$ cat src/rtl/frame_receiver_if.sv
// rtl/frame_receiver_if.sv - payload byte stream from frame_receiver toward the UART TX FIFO
`timescale 1ns/1ps
interface frame_receiver_if;
  logic [7:0] pyld_data;
  logic       pyld_data_valid;
  logic       pyld_data_ready;

  modport master (output pyld_data, output pyld_data_valid, input pyld_data_ready);
  modport slave  (input pyld_data, input pyld_data_valid, output pyld_data_ready);
endinterface

$ cat src/rtl/frame_receiver.sv
// rtl/frame_receiver.sv - OTN line receiver: UART 8N1 deserializer, frame hunt, CRC-8 check, ARQ ACK, payload drain
`timescale 1ns/1ps
module frame_receiver #(
  parameter int         PYLD_BYTES = 16,
  parameter logic [7:0] FAS0       = 8'hF6,
  parameter logic [7:0] FAS1       = 8'h28,
  parameter int         ACK_CYCLES = 64
) (
  input  logic             i_clk,
  input  logic             i_rst_n,
  input  logic             i_sclk_en_16_x_baud,
  input  logic             i_otn_rx_data,
  input  logic             i_arq_en,
  output logic             o_otn_tx_ack,
  frame_receiver_if.master m_pyld,
  output logic [7:0]       o_crc_val,
  output logic             o_crc_err,
  output logic             o_frame_err
);
  localparam int IW = (PYLD_BYTES > 1) ? $clog2(PYLD_BYTES) : 1;
  localparam int AW = $clog2(ACK_CYCLES + 1);
  localparam logic [IW-1:0] LAST_IDX = IW'(PYLD_BYTES - 1);
  localparam logic [AW-1:0] ACK_LOAD = AW'(ACK_CYCLES);

  typedef enum logic [1:0] {U_IDLE, U_START, U_DATA, U_STOP} uart_t;
  typedef enum logic [2:0] {F_HUNT0, F_HUNT1, F_PYLD, F_CRCB, F_DRAIN} frame_t;

  function automatic logic [7:0] crc8_step(input logic [7:0] crc, input logic [7:0] d);
    logic [7:0] c;
    c = crc ^ d;
    for (int k = 0; k < 8; k++) c = c[7] ? ((c << 1) ^ 8'h07) : (c << 1);
    return c;
  endfunction

  // Reset asserts asynchronously but releases on a clock edge
  logic [1:0] r_rst_sync;
  logic       w_rst_n;
  always_ff @(posedge i_clk or negedge i_rst_n) begin
    if (!i_rst_n) r_rst_sync <= 2'b00;
    else          r_rst_sync <= {r_rst_sync[0], 1'b1};
  end
  assign w_rst_n = r_rst_sync[1];

  logic [1:0] r_rx_sync;
  logic       w_rx;
  always_ff @(posedge i_clk or negedge w_rst_n) begin
    if (!w_rst_n) r_rx_sync <= 2'b11;
    else          r_rx_sync <= {r_rx_sync[0], i_otn_rx_data};
  end
  assign w_rx = r_rx_sync[1];

  uart_t      r_ust, w_ust_nxt;
  logic [3:0] r_tick, w_tick_nxt;
  logic [2:0] r_bit, w_bit_nxt;
  logic [7:0] r_shift, w_shift_nxt;
  logic       r_byte_valid, w_byte_valid_nxt;
  logic       r_stop_err, w_stop_err_nxt;

  always_comb begin
    w_ust_nxt        = r_ust;
    w_tick_nxt       = r_tick;
    w_bit_nxt        = r_bit;
    w_shift_nxt      = r_shift;
    w_byte_valid_nxt = 1'b0;
    w_stop_err_nxt   = 1'b0;
    if (i_sclk_en_16_x_baud) begin
      w_tick_nxt = r_tick + 4'd1;
      case (r_ust)
        U_IDLE: begin
          w_tick_nxt = 4'd0;
          if (!w_rx) w_ust_nxt = U_START;
        end
        U_START: if (r_tick == 4'd7) begin
          w_tick_nxt = 4'd0;
          w_bit_nxt  = 3'd0;
          w_ust_nxt  = w_rx ? U_IDLE : U_DATA;
        end
        U_DATA: if (r_tick == 4'd15) begin
          w_shift_nxt = {w_rx, r_shift[7:1]};
          w_bit_nxt   = r_bit + 3'd1;
          if (r_bit == 3'd7) w_ust_nxt = U_STOP;
        end
        U_STOP: if (r_tick == 4'd15) begin
          w_byte_valid_nxt = w_rx;
          w_stop_err_nxt   = !w_rx;
          w_ust_nxt        = U_IDLE;
        end
        default: w_ust_nxt = U_IDLE;
      endcase
    end
  end

  always_ff @(posedge i_clk or negedge w_rst_n) begin
    if (!w_rst_n) begin
      r_ust        <= U_IDLE;
      r_tick       <= 4'd0;
      r_bit        <= 3'd0;
      r_shift      <= 8'd0;
      r_byte_valid <= 1'b0;
      r_stop_err   <= 1'b0;
    end else begin
      r_ust        <= w_ust_nxt;
      r_tick       <= w_tick_nxt;
      r_bit        <= w_bit_nxt;
      r_shift      <= w_shift_nxt;
      r_byte_valid <= w_byte_valid_nxt;
      r_stop_err   <= w_stop_err_nxt;
    end
  end

  frame_t        r_fst, w_fst_nxt;
  logic [IW-1:0] r_wr_idx, r_rd_idx, w_rd_nxt;
  logic [7:0]    r_crc, w_crc_upd, r_crc_val, r_data;
  logic [7:0]    r_buf [PYLD_BYTES];
  logic [AW-1:0] r_ack_cnt;
  logic          r_valid, r_crc_err, r_frame_err, w_xfer;
  logic          w_buf_we, w_pyld_enter, w_crc_bad, w_frame_bad, w_ack_start, w_drain_enter;

  assign w_xfer    = r_valid && m_pyld.pyld_data_ready;
  assign w_rd_nxt  = r_rd_idx + 1'b1;
  assign w_crc_upd = crc8_step(r_crc, r_shift);

  always_comb begin
    w_fst_nxt     = r_fst;
    w_buf_we      = 1'b0;
    w_pyld_enter  = 1'b0;
    w_crc_bad     = 1'b0;
    w_frame_bad   = 1'b0;
    w_ack_start   = 1'b0;
    w_drain_enter = 1'b0;
    case (r_fst)
      F_HUNT0: if (r_byte_valid && r_shift == FAS0) w_fst_nxt = F_HUNT1;
      F_HUNT1: begin
        if (r_stop_err) begin
          w_frame_bad = 1'b1;
          w_fst_nxt   = F_HUNT0;
        end else if (r_byte_valid) begin
          if (r_shift == FAS1) begin
            w_fst_nxt    = F_PYLD;
            w_pyld_enter = 1'b1;
          end else if (r_shift != FAS0) begin
            w_fst_nxt = F_HUNT0;
          end
        end
      end
      F_PYLD: begin
        if (r_stop_err) begin
          w_frame_bad = 1'b1;
          w_fst_nxt   = F_HUNT0;
        end else if (r_byte_valid) begin
          w_buf_we = 1'b1;
          if (r_wr_idx == LAST_IDX) w_fst_nxt = F_CRCB;
        end
      end
      F_CRCB: begin
        if (r_stop_err) begin
          w_frame_bad = 1'b1;
          w_fst_nxt   = F_HUNT0;
        end else if (r_byte_valid) begin
          if (r_shift == r_crc) begin
            w_fst_nxt     = F_DRAIN;
            w_drain_enter = 1'b1;
            w_ack_start   = i_arq_en;
          end else begin
            // Without ARQ the sender cannot retransmit, so the payload is delivered anyway
            w_crc_bad     = 1'b1;
            w_fst_nxt     = i_arq_en ? F_HUNT0 : F_DRAIN;
            w_drain_enter = !i_arq_en;
          end
        end
      end
      F_DRAIN: if (w_xfer && r_rd_idx == LAST_IDX) w_fst_nxt = F_HUNT0;
      default: w_fst_nxt = F_HUNT0;
    endcase
  end

  always_ff @(posedge i_clk) begin
    if (w_buf_we) r_buf[r_wr_idx] <= r_shift;
  end

  always_ff @(posedge i_clk or negedge w_rst_n) begin
    if (!w_rst_n) begin
      r_fst       <= F_HUNT0;
      r_wr_idx    <= '0;
      r_rd_idx    <= '0;
      r_crc       <= 8'd0;
      r_crc_val   <= 8'd0;
      r_data      <= 8'd0;
      r_valid     <= 1'b0;
      r_ack_cnt   <= '0;
      r_crc_err   <= 1'b0;
      r_frame_err <= 1'b0;
    end else begin
      r_fst       <= w_fst_nxt;
      r_crc_err   <= w_crc_bad;
      r_frame_err <= w_frame_bad;
      if (w_pyld_enter) begin
        r_crc    <= 8'd0;
        r_wr_idx <= '0;
      end else if (w_buf_we) begin
        r_crc    <= w_crc_upd;
        r_wr_idx <= r_wr_idx + 1'b1;
      end
      if (r_fst == F_CRCB && r_byte_valid) r_crc_val <= r_crc;
      if (w_ack_start)            r_ack_cnt <= ACK_LOAD;
      else if (r_ack_cnt != '0)   r_ack_cnt <= r_ack_cnt - 1'b1;
      if (w_drain_enter) begin
        r_rd_idx <= '0;
        r_valid  <= 1'b0;
      end else if (r_fst == F_DRAIN) begin
        if (!r_valid) begin
          r_valid <= 1'b1;
          r_data  <= r_buf[r_rd_idx];
        end else if (m_pyld.pyld_data_ready) begin
          if (r_rd_idx == LAST_IDX) begin
            r_valid <= 1'b0;
          end else begin
            r_rd_idx <= w_rd_nxt;
            r_data   <= r_buf[w_rd_nxt];
          end
        end
      end
    end
  end

  assign o_otn_tx_ack           = (r_ack_cnt != '0);
  assign m_pyld.pyld_data       = r_data;
  assign m_pyld.pyld_data_valid = r_valid;
  assign o_crc_val              = r_crc_val;
  assign o_crc_err              = r_crc_err;
  assign o_frame_err            = r_frame_err;
endmodule

$ cat src/flat_wrapper.sv
// flat-port wrapper written by rule: the top's interface ports become plain ports
module frame_receiver_flat 
#(
  parameter int         PYLD_BYTES = 16,
  parameter logic [7:0] FAS0       = 8'hF6,
  parameter logic [7:0] FAS1       = 8'h28,
  parameter int         ACK_CYCLES = 64
)
  (i_clk, i_rst_n, i_sclk_en_16_x_baud, i_otn_rx_data, i_arq_en, o_otn_tx_ack, o_crc_val, o_crc_err, o_frame_err, m_pyld_pyld_data, m_pyld_pyld_data_valid, m_pyld_pyld_data_ready);
  frame_receiver_if m_pyld_i ();
  input  logic i_clk;
  input  logic i_rst_n;
  input  logic i_sclk_en_16_x_baud;
  input  logic i_otn_rx_data;
  input  logic i_arq_en;
  output logic o_otn_tx_ack;
  output logic [7:0] o_crc_val;
  output logic o_crc_err;
  output logic o_frame_err;
  output wire logic [$bits(m_pyld_i.pyld_data)-1:0] m_pyld_pyld_data;
  output wire logic [$bits(m_pyld_i.pyld_data_valid)-1:0] m_pyld_pyld_data_valid;
  input wire logic [$bits(m_pyld_i.pyld_data_ready)-1:0] m_pyld_pyld_data_ready;
  assign m_pyld_pyld_data = m_pyld_i.pyld_data;
  assign m_pyld_pyld_data_valid = m_pyld_i.pyld_data_valid;
  assign m_pyld_i.pyld_data_ready = m_pyld_pyld_data_ready;
  frame_receiver #(.PYLD_BYTES(PYLD_BYTES), .FAS0(FAS0), .FAS1(FAS1), .ACK_CYCLES(ACK_CYCLES)) u_core (.i_clk(i_clk), .i_rst_n(i_rst_n), .i_sclk_en_16_x_baud(i_sclk_en_16_x_baud), .i_otn_rx_data(i_otn_rx_data), .i_arq_en(i_arq_en), .o_otn_tx_ack(o_otn_tx_ack), .m_pyld(m_pyld_i), .o_crc_val(o_crc_val), .o_crc_err(o_crc_err), .o_frame_err(o_frame_err));
endmodule
$ cat config.mk
export PLATFORM = sky130hd
export DESIGN_NAME = frame_receiver_flat
export DESIGN_NICKNAME = d
export VERILOG_FILES = /design/src/rtl/frame_receiver_if.sv /design/src/rtl/frame_receiver.sv /design/src/flat_wrapper.sv
export SDC_FILE = /design/constraint.sdc
export NUM_CORES = 1
export LEC_CHECK = 0
export CORE_UTILIZATION = 55
export DETAILED_ROUTE_END_ITERATION = 12
export GPL_TIMING_DRIVEN = 0
export PLACE_DENSITY = 0.83
export SLEW_MARGIN = 20
export SYNTH_ARGS = -nofsm -noshare
export SYNTH_HDL_FRONTEND = slang
export SYNTH_SLANG_ARGS = --single-unit
$ cat constraint.sdc
create_clock -name i_clk -period 3.2 [get_ports i_clk]
set_input_delay 0.64 -clock i_clk [delete_from_list [all_inputs] [get_ports i_clk]]
set_output_delay 0.64 -clock i_clk [all_outputs]
set_load 0.02 [all_outputs]
Yosys cells after proc, flatten, opt, wreduce, memory -nomap -nowiden --
Memories as Yosys holds them, arrays and structs flattened. Cells that the tools add are included.
Word-level totals: flip-flop bits (word level) 68, latch bits 0, RAM bits 128, bits in read-only memories 0, input port bits 6, output and inout bits 20, memories 1
Memory list:
- u_core.r_buf | words 16, width 8, read ports 2, clocked after memory_dff 0, write ports 1, line frame_receiver.sv:114 | logic [7:0] r_buf [PYLD_BYTES];
Cells by class: $add $sub $neg 5, multipliers 0, divide/modulo/power cells 0, order comparisons 0, eq/ne operators 31, shifts and indexed selects 0, muxes and demuxes 82, bitwise gates (word level) 10, reductions and logical operators 22
Operator list (count):
- two-way mux 3 bit | 23
- two-way mux 8 bit | 5
- two-way mux 1 bit | 34
- two-way mux 4 bit | 8
- NOT 3 bit | 8
- one-hot mux 3 bit (5 select lines) | 1
- two-way mux 7 bit | 2
- != test 2 x 1 -> 1 bit (second input constant) | 7
- adder 4 x 1 -> 4 bit (second input constant) | 3
- equality test 4 bit (second input constant) | 3
- two-way mux 2 bit | 6
- != test 3 x 1 -> 1 bit (second input constant) | 4
- AND reduction 4 bit | 3
- nonzero test 2 bit | 6
- equality test 8 x 6 -> 1 bit (second input constant) | 1
- equality test 8 bit | 1
- equality test 8 bit (second input constant) | 1
- != test 8 bit (second input constant) | 1
- one-hot mux 2 bit (4 select lines) | 1
- one-hot mux 4 bit (2 select lines) | 1
- bitwise XOR 8 bit | 1
- AND reduction 7 bit | 1
- nonzero test 7 bit | 1
- subtractor 7 x 1 -> 7 bit (second input constant) | 1
- 18 further kinds | 27

Longest topological paths before layout --
depth after elaboration 19, mapped depth 8, gate-level depth less buffers 8

Worst setup path before layout --
OpenSTA, ideal clock, no wires.
path kind register to register, start register u_core.r_rd_idx[1], end register u_core.r_data[0] (netlist: u_core.m_pyld.pyld_data[0]), data arrival time 2.088 ns, data required time 3.067 ns, setup slack 0.979 ns, stages on the path, launching flop included 9, path buffers 2, clock period less this slack 2.221 ns, cells stage by stage dfrtp_1 ha_1 buf_2 buf_2 mux4_2 mux2i_1 nand3_1 o221ai_1 a31oi_1
On the way: word-level cells in the longest chain between the ends 5, elaborated cells on any way between the ends 8, classes of those cells add/sub: 1; eq/ne: 2; mux: 3; reduce/logical: 1; memory: 1
RTL lines:
- start, declared | line frame_receiver.sv:112 | logic [IW-1:0] r_wr_idx, r_rd_idx, w_rd_nxt;
- start signal, assigned | line frame_receiver.sv:218 | r_rd_idx <= w_rd_nxt;
- adder 4 x 1 -> 4 bit | line frame_receiver.sv:120 | assign w_rd_nxt = r_rd_idx + 1'b1;
- memory (16 x 8 bit)
- two-way mux 8 bit | line frame_receiver.sv:215 | if (r_rd_idx == LAST_IDX) begin
- two-way mux 8 bit | line frame_receiver.sv:214 | end else if (m_pyld.pyld_data_ready) begin
- two-way mux 8 bit | line frame_receiver.sv:211 | if (!r_valid) begin
- end signal, assigned | line frame_receiver.sv:213 | r_data <= r_buf[r_rd_idx];
- end signal, assigned | line frame_receiver.sv:219 | r_data <= r_buf[w_rd_nxt];
- end, declared | line frame_receiver.sv:113 | logic [7:0] r_crc, w_crc_upd, r_crc_val, r_data;
Parallel ways exist; a longest one is shown, timed or not. The select of a mux whose other input is x is not followed. A chain may end at the register's enable or synchronous reset.

Worst setup path after layout --
start register u_core.r_ack_cnt[0], end output port o_otn_tx_ack
On the way: word-level cells in the longest chain between the ends 1
RTL lines:
- start, declared | line frame_receiver.sv:115 | logic [AW-1:0] r_ack_cnt;
- start signal, assigned | line frame_receiver.sv:206 | else if (r_ack_cnt != '0) r_ack_cnt <= r_ack_cnt - 1'b1;
- nonzero test 7 bit | line frame_receiver.sv:226 | assign o_otn_tx_ack = (r_ack_cnt != '0);
- end, declared | line flat_wrapper.sv:16 | output logic o_otn_tx_ack;
No other way between the ends.

==> parameters.txt <==
Parameter                              Value

Yosys
  Compound-cell area share of the yosys netlist ... under 10%
  XOR/XNOR Fraction of Synth Area ... 3.37%
  Syn avg cell area ... 15.0 sq um
  Arithmetic-cell share of the synthesized area counting full adders, half adders and majority gates ... under 10%
  Synthesis-stage register bit count ... 196
  Top cells by count, synth ... sky130_fd_sc_hd__edfxtp_1 (128), sky130_fd_sc_hd__dfrtp_1 (66), sky130_fd_sc_hd__mux4_2 (42), sky130_fd_sc_hd__nor2_1 (28), sky130_fd_sc_hd__mux2i_1 (26)
  Top-count cell post-synth ... sky130_fd_sc_hd__edfxtp_1
  EDFF count, synth ... 128
  Count of warnings emitted by yosys ... 0
  Area share of the leading cell type in the synthesized netlist ... 40.3%
  Fraction of synthesized area in multiplexers ... a little under a fifth
  Largest family of logic cells by synthesized area ... multiplexers
  Netlist area before placement ... 9530 sq um
  Net count after synthesis ... 659
  Distinct cell type count after synthesis ... slightly below 60
  Dominant synthesized flop cell ... sky130_fd_sc_hd__edfxtp_1
  Sequential fraction of the synthesis area ... 58.2%
  Synthesized-area fraction occupied by and/or/nand/nor cells ... 8.40%
  Biggest area contributors in the synthesized netlist ... sky130_fd_sc_hd__edfxtp_1 (40%), sky130_fd_sc_hd__dfrtp_1 (17%), sky130_fd_sc_hd__mux4_2 (9.9%)
  Syn Inst Count ... 637
  Cell type with the largest total area after synthesis ... sky130_fd_sc_hd__edfxtp_1
  Post-synth ARST share ... 34.7%

Detailed routing
  Drt drc ... 0
  Number of vias in the routed layout ... slightly above 6000
  Post-DR vias/cell ... 6.64
  Routed WL per cell ... 24.7 um
  Number of DRC markers after the initial detailed-route iteration ... 653
  Final ANT Viol Nets ... 0
  Final routed wirelength across all metal layers ... 22.6 mm
  Drt pass-1 iters ... 8

Place
  Setup slack at placement ... 0.454 ns
  Input/output buffers ... 24
  Routability-driven placement congestion ratio ... 0.920
  Detail Placement HPWL ... approximately 15 mm

STA
  Slew margin rel. ... 36.8%
  Post-route setup TNS ... 0 ns
  Final critical-path setup slack ... 0.292 ns
  WHS ... 0.237 ns
  Worst Skew ... approximately 0.013 ns
  Crit path time final ... 2.91 ns
  Max Clock Freq ... 344 MHz
  Setup repair after global routing missed its margin ... no
  Final clock period utilization by the worst path ... 90.9%
  Final setup violation count ... 0
  Final count of hold timing violations ... 0
  Max Transition Viols Final ... 0
  Slew at the pin with the worst max-slew slack ... 0.948 ns

Clock tree
  Setup repair bufs after CTS ... 0
  CTS sink cnt ... a little under 200
  Post-CTS Resized ... 0
  Latest clock arrival within the worst-skew pair ... 0.44 ns
  Clock root buffer master ... sky130_fd_sc_hd__clkbuf_16
  Maximum number of buffers from clock root to sink ... 2
  Maximum level of the CTS H-tree ... 4
  Clock slew at the register clock pins of the worst setup and hold paths ... 0.07 ns
  Clock tree from TritonCTS ... yes
  Clock buffers created by TritonCTS ... 17
  Post-cts hold buffer count ... 0

Setup path
  Crit-path max FO ... 8
  Critical path required time ... 2.56 ns
  Worst r2r path cells ... 7
  Cell at the slowest stage of the critical path ... sky130_fd_sc_hd__clkdlybuf4s50_1
  Worst Setup Path Type ... register to output port
  Cell type with the highest occurrence count on the critical path ... sky130_fd_sc_hd__inv_1
  Cell class contributing the biggest share of worst-path delay ... buffers and inverters
  Max stage delay on crit path ... 0.55 ns
  Crit path depth ... 6
  List of cells traversed by the critical path ... inv_1 > ha_1 > nand2b_1 > nor4_4 > inv_1 > clkdlybuf4s50_1
  Bufs and invs on worst path ... 3
  Worst Setup Start Kind ... register
  Signal arrival time at the worst endpoint ... about 2.3 ns
  Type of element capturing the critical path ... output port

GRT
  All-layer global routing usage ... approximately a quarter
  Number of antenna violations at the first check in global routing ... 0
  Wire length of the first global-routing pass ... 34.7 mm
  GRT met2 Usage ... 44.2%
  Via count of the first global-routing pass ... ~6300
  M3 GR Usage ... 6.77%
  Overflow left after global routing ... 0
  Pin count of the biggest net entering global routing ... 44
  Highest-utilization routing layer at the global route stage ... met2
  Met1 Resource Use GR ... roughly a third

Die
  Core Footprint ... 16800 sq um
  Die ar. ... 17900 sq um
  Die H ... 134 um
  Number of rows in the core area ... 47
  Die width ... 134 um
  Number of top-level design ports ... 26
  Initial core utilization ... between 50% and 60%

Hold path
  Min-delay worst type ... register to asynchronous set/reset pin

Power
  Total power per unit cell area ... ~750 nW/um^2
  Maximum resistive drop on vdd ... just under 600 uV
  Leakage ... 0.00385 uW

Finish
  Area delta synth->final ... 11.9%
  Share of post-route cells with drive strength above 1 ... 17.3%
  Fill cell instance count of the final layout ... 1172
  NumNets Final ... 703
  Number of antenna diodes ... 0

Run status
  Run status ... finished clean

Run
  Number of maximum-capacitance violations ... 0
metrics by stage:
step                      instance area [sq um]  std cells  total power [uW]  utilization [%]
after floorplan                            9530        637              5000                -
after global placement                    10000        881              5660             59.9
after detailed placement                  10100        882              5780             60.1
after CTS                                 10700        914              7930             63.6
after global routing                      10700        914              8240             63.6
final                                     10700        914              7950             63.6
worst paths after layout:
kind	from	endpoint	slack, ns
worst max-delay path	u_core.r_ack_cnt[0]	o_otn_tx_ack	0.29
worst min-delay path	u_core.r_rst_sync[1]	u_core.r_shift[1]	0.24
worst max register to register	u_core.r_fst[0]	u_core.r_buf[5][1]	0.39
worst min register to register	u_core.r_rst_sync[1]	u_core.r_shift[1]	0.24
max in group asynchronous	u_core.r_rst_sync[1]	u_core.r_rx_sync[0]	2.36
min in group i_clk	u_core.r_rst_sync[0]	u_core.r_rst_sync[1]	0.35
final cells by class:
cell class | instances | area [sq um] | area share, %
flip-flops and latches | 196 | 5550 | 52.1
clock buffers | 23 | 458 | 4.29
plain buffers | 34 | 183 | 1.71
well taps | 220 | 275 | 2.58
multi-input cells | 387 | 3730 | 35.0
clock inverters | 9 | 130 | 1.22
repair buffers | 25 | 260 | 2.44
inverters | 20 | 75.1 | 0.704
sequential cells by signal, indices dropped and copies added, names as in the netlist, 2 cells and up, named ones only:
name,cells
u_core.o_crc_val,8
u_core.m_pyld.pyld_data,8
u_core.r_rx_sync,2
u_core.r_rd_idx,4
u_core.r_wr_idx,4
u_core.r_rst_sync,2
u_core.r_buf,128
u_core.r_fst,3
u_core.r_shift,8
u_core.r_bit,3
u_core.r_tick,4
u_core.r_crc,8
u_core.r_ack_cnt,7
cells by family after synthesis:
family,after synthesis
DFF,196
and+or+nand+nor,143
muxes,103
AOI/OAI and AO/OA,92
buffers and inverters,54
xor gates and xnor gates,32
adders and majority gates,16
other,1
per-layer routing:
layer | routed length, um | part of all wire, %
met5 | 0 | 0
met4 | 649 | 2.9
met3 | 1820 | 8.1
met2 | 11700 | 52
met1 | 8430 | 37
layout by cell type (no fill, tap or decap), drive strengths merged, types with 3 or more instances in the layout:
master / synthesis / routed
a2111oi: 6 / 6
a211oi: 8 / 8
a21oi: 16 / 16
a221oi: 7 / 7
a22o: 5 / 5
and2: 13 / 13
and3: 7 / 7
and4: 5 / 5
buf: 19 / 20
bufinv: 0 / 3
clkbuf: 15 / 38
clkdlybuf4s50: 0 / 24
clkinvlp: 0 / 4
dfrtp: 66 / 66
edfxtp: 128 / 128
ha: 16 / 16
inv: 20 / 20
mux2: 24 / 24
mux2i: 26 / 26
mux4: 53 / 53
nand2: 25 / 25
nand2b: 4 / 4
nand3: 15 / 15
nand4: 4 / 4
nand4b: 3 / 3
nor2: 29 / 29
nor2b: 14 / 14
nor3: 7 / 7
nor3b: 3 / 3
nor4b: 3 / 3
o21ai: 17 / 17
o221ai: 6 / 6
o22ai: 9 / 9
o31ai: 12 / 12
or3: 4 / 4
xnor2: 20 / 20
xor2: 11 / 11
power breakdown:
group	switching, uW	total (uW)	internal, uW
clock network	905	2150	1250
logic	1600	2740	1150
registers	188	3050	2870
No activity file was read; power rests on OpenSTA's default activity.
